### config.mk
export PLATFORM = sky130hd
export DESIGN_NAME = regfile_decode_stage
export DESIGN_NICKNAME = d
export VERILOG_FILES = /design/src/rtl/regfile_decode_stage.sv
export SDC_FILE = /design/constraint.sdc
export NUM_CORES = 2
export LEC_CHECK = 0
export BUFFER_PORTS_ARGS = -buffer_cell sky130_fd_sc_hd__buf_4
export CAP_MARGIN = 10
export CELL_PAD_IN_SITES_DETAIL_PLACEMENT = 1
export CELL_PAD_IN_SITES_GLOBAL_PLACEMENT = 1
export CORE_MARGIN = 4
export CORE_UTILIZATION = 30
export CTS_CLUSTER_DIAMETER = 40
export DETAILED_ROUTE_END_ITERATION = 16
export MAX_ROUTING_LAYER = met4
export PLACE_DENSITY_LB_ADDON = 0.05
export SETUP_SLACK_MARGIN = 0.15
export SLEW_MARGIN = 25
export SYNTH_ARGS = -nofsm -noshare
export SYNTH_HDL_FRONTEND = slang
export SYNTH_SLANG_ARGS = --single-unit
### constraint.sdc
create_clock -name clk -period 40.8 [get_ports clk]
set_clock_uncertainty 0.05 [all_clocks]
set_input_delay 2.04 -clock clk [delete_from_list [all_inputs] [get_ports clk]]
set_output_delay 2.04 -clock clk [all_outputs]
set_load 0.01 [all_outputs]
### src/rtl/regfile_decode_stage.sv
// Decode-side register file with write-to-read bypass
// and the D/E pipeline register that feeds execute.
module regfile_decode_stage #(
    parameter int word_width = 32,
    parameter int num_regs   = 32
) (
    input  logic                  clk,
    input  logic                  reset,
    input  logic [31:0]           InstrD,
    input  logic                  RegWriteW,
    input  logic [4:0]            RdW,
    input  logic [word_width-1:0] ResultW,
    input  logic                  StallE,
    input  logic                  FlushE,
    output logic [word_width-1:0] RD1E,
    output logic [word_width-1:0] RD2E,
    output logic [4:0]            Rs1E,
    output logic [4:0]            Rs2E,
    output logic [4:0]            RdE,
    output logic                  ValidE
);

    logic [word_width-1:0] regs [num_regs];

    logic [4:0]            rs1;
    logic [4:0]            rs2;
    logic [4:0]            rd;
    logic [word_width-1:0] rd1;
    logic [word_width-1:0] rd2;
    logic                  unused_instr;

    assign rs1 = InstrD[19:15];
    assign rs2 = InstrD[24:20];
    assign rd  = InstrD[11:7];

    // Opcode/funct bits are decoded elsewhere.
    assign unused_instr = ^{InstrD[31:25], InstrD[14:12], InstrD[6:0]};

    // Single write port; x0 writes are dropped so entry 0 stays zero.
    always_ff @(posedge clk or posedge reset) begin
        if (reset) begin
            for (int i = 0; i < num_regs; i++) begin
                regs[i] <= '0;
            end
        end else if (RegWriteW && (RdW != 5'd0)) begin
            regs[RdW] <= ResultW;
        end
    end

    // Operand reads: x0 is zero, a same-cycle writeback wins over the array.
    always_comb begin
        rd1 = '0;
        rd2 = '0;
        if (rs1 == 5'd0) begin
            rd1 = '0;
        end else if (RegWriteW && (RdW == rs1)) begin
            rd1 = ResultW;
        end else begin
            rd1 = regs[rs1];
        end
        if (rs2 == 5'd0) begin
            rd2 = '0;
        end else if (RegWriteW && (RdW == rs2)) begin
            rd2 = ResultW;
        end else begin
            rd2 = regs[rs2];
        end
    end

    // D/E register: flush beats stall, stall holds, otherwise advance.
    always_ff @(posedge clk or posedge reset) begin
        if (reset) begin
            RD1E   <= '0;
            RD2E   <= '0;
            Rs1E   <= '0;
            Rs2E   <= '0;
            RdE    <= '0;
            ValidE <= 1'b0;
        end else if (FlushE) begin
            RD1E   <= '0;
            RD2E   <= '0;
            Rs1E   <= '0;
            Rs2E   <= '0;
            RdE    <= '0;
            ValidE <= 1'b0;
        end else if (!StallE) begin
            RD1E   <= rd1;
            RD2E   <= rd2;
            Rs1E   <= rs1;
            Rs2E   <= rs2;
            RdE    <= rd;
            ValidE <= 1'b1;
        end
    end

endmodule

==> metrics.csv <==
metric;value;unit
outcome;completed;
synth_xor_area_share;0.149;%
ir_drop;0.0000436;V
cts_buffer_depth;4;
synth_mux_area_share;39.3;%
vias_per_cell;5.68;
grtUsageTotal;26.2;%
die_w;450;microns
drcViolationCount;0;
leakagePower;31.2;nW
required;41480;ps
syn_area;0.0587;sq mm
synth_top_family_by_area;multiplexers;
wl_per_cell;37.2;microns
rsz0062_at_grt;no;
synthCells;4162;
cts_tree;built;
die_h;450;microns
multi_input_area;0.0291;sq mm
crit_path_start_kind;primary input;
p_clk_share;51.0;%
dp_hpwl;145000;microns
root_buffer;clkbuf_16;
cts_setup_buffers;0;
path_class;primary input to flop;
vias;39984;
seq_area_frac_synth;47.0;%
worst_pin_slew;1090;ps
grt_antenna_before_repair;13;
power_density;59.6;mW/mm^2
first_pass_iters;5;
crit_fanout;38;
synth_ff_type;dfrtp_1;
grt_pass1_wl;365000;microns
core_area;0.195;sq mm
ctsHoldBuffers;0;
swShare;26.5;%
synth_edf_count;0;
finalHoldViolCount;0;
yosys_register_bits;1104;
worstHoldPathType;flop to flop;
relSlewSlack;27.1;%
seqPwrFrac;34.1;%
synth.avg_cell_area;14.1;sq um
dp_slack;34370;ps
clk_pin_slew;50;ps
synth_compound_area_share;6.76;%
postLayoutSetupSlackWorst;35250;ps
drt-initial-drc-count;2315;
drt.antenna.violating_nets;0;
final-seq-area;0.0276;sq mm
place.gp.congestion;0.746;
yosys.area_share.adder;0;%
fmax;0.180;GHz
initial_core_util;30.2;%
area_growth;21.3;%
synth_nets;4236;
comb_power_share;14.9;%
cts_htree_levels;5;
setup_viol;0;
grt_pass1_vias;43138;
synthArstFlopShare;100;%
io_buffers;136;
finalSetupTns;0;ps
fp.dieArea;0.203;sq mm
slew_violations;0;
grt_max_degree;144;
numCtsBuffers;283;
dp_cells;6564;
critPathArrivalTime;6230;ps
rows;162;
yosysWarnings;0;
num-fill-cells;19804;
p_int;3.12;mW
post-route-min-period;5550;ps
layoutNonFillerInstCount;7044;
layout.nets;4299;
insertion_delay;910;ps
cap_violations;0;
power.switching;1.13;mW
fin_crit_sh;13.6;%
drive_above_1_share;47.8;%
overflow;0;
cp-end-kind;flop;
cts_resized;0;
synth_cell_type_count;43;
wl;262000;microns
ios;154;
yosys.area_share.simple;2.55;%
cts_sinks;1104;
layer usage:
| layer | GRT usage (%) | part of all wire (%) | vias to the layer above |
|---|---|---|---|
| met5 | - | 0 | - |
| met4 | 7.06 | 2.6 | 0 |
| met3 | 2.92 | 3.3 | 432 |
| met2 | 42.7 | 49 | 972 |
| met1 | 34.8 | 45 | 22224 |
| li1 | - | - | 16356 |
Yosys cell counts, drive strengths merged (2+ instances only):
cell type  count  area (sq um)
a221oi       114          1190
nand3b         6          45.0
a21bo          2          20.0
a2bb2oi       14           123
mux2        1056         12000
or3b           5          43.8
o311ai        64           561
buf          241          1530
xor2           8          70.1
nor2b          7          43.8
inv            6          22.5
nand3          2          10.0
xnor2          2          17.5
or3            2          12.5
a311oi         2          30.0
dfrtp       1104         27600
nor2          36           138
a211oi        64           480
nand2         80           300
a22oi         50           375
clkbuf       243           923
nor4           2          25.0
nand4         64           400
mux2i        499          4990
nor3b          4          30.0
a21oi         15          75.1
o221ai       128          1120
mux4         270          6080
and2          68           425
flip-flops by register name, indices dropped and copies added (netlist names):
name	flops
RD2E	32
Rs2E	5
regs	1024
ValidE	1
RD1E	32
Rs1E	5
RdE	5
power groups by stage:
stage	registers [mW]	clock network [mW]	logic, mW
floorplan	1.42	0	0.472
global placement	1.45	0	0.625
detailed placement	1.46	0	0.636
CTS	1.45	2.21	0.638
global route	1.47	2.27	0.679
finish	1.45	2.17	0.631
through the flow:
| stage | power, mW | hold slack (ps) | cell area, sq um | utilization [%] |
|---|---|---|---|---|
| after global routing | 4.42 | 355 | 71300 | 36.6 |
| after detailed placement | 2.10 | 334 | 62200 | 31.9 |
| after global placement | 2.08 | 329 | 62000 | 31.8 |
| after CTS | 4.30 | 344 | 71300 | 36.6 |
| final | 4.25 | 344 | 71300 | 36.6 |
| after floorplan | 1.89 | 391 | 58700 | - |
cells by family after synthesis:
| family | after synthesis |
|---|---|
| multiplexers | 1825 |
| flip-flops | 1104 |
| buffers and inverters | 490 |
| AO/OA/AOI/OAI | 453 |
| AND/OR/NAND/NOR | 280 |
| XOR/XNOR | 10 |
area by class of cell:
type,count,area share (%)
multi-input combinational,2568,40.8
sequential,1104,38.8
clock buffer,374,11.1
tap,2624,4.61
timing repair buffer,262,3.04
clock inverter,102,1.64
inverter,6,0.0421
antenna,4,0.0140
layout by cell type (no fill, tap or decap), types with 65 or more instances in the layout:
cell	n
mux2_2	1027
clkbuf_16	289
mux4_2	270
buf_4	244
nand2_1	65
a221oi_1	84
mux2i_1	499
dfrtp_1	1104
o221ai_1	128
critical path, stage by stage:
cell,delay [ps]
buf_8,430
buf_4,820
buf_4,540
and2_4,570
buf_4,660
a22oi_1,210
a211oi_1,620
o311ai_1,160
worst paths after layout:
check                                 from        end  slack [ps]  depth (start not counted)
worst max-delay path            InstrD[21]   RD2E[22]       35250                          8
worst min-delay path             regs[996]  regs[996]         340                          0
worst max register to register   regs[790]   RD1E[22]       38780                          4
worst min register to register   regs[996]  regs[996]         340                          0
max in group asynchronous            reset  regs[524]       36340                          5
min in group asynchronous            reset  regs[155]        1290                          2
(Power assumes the default switching activity.)
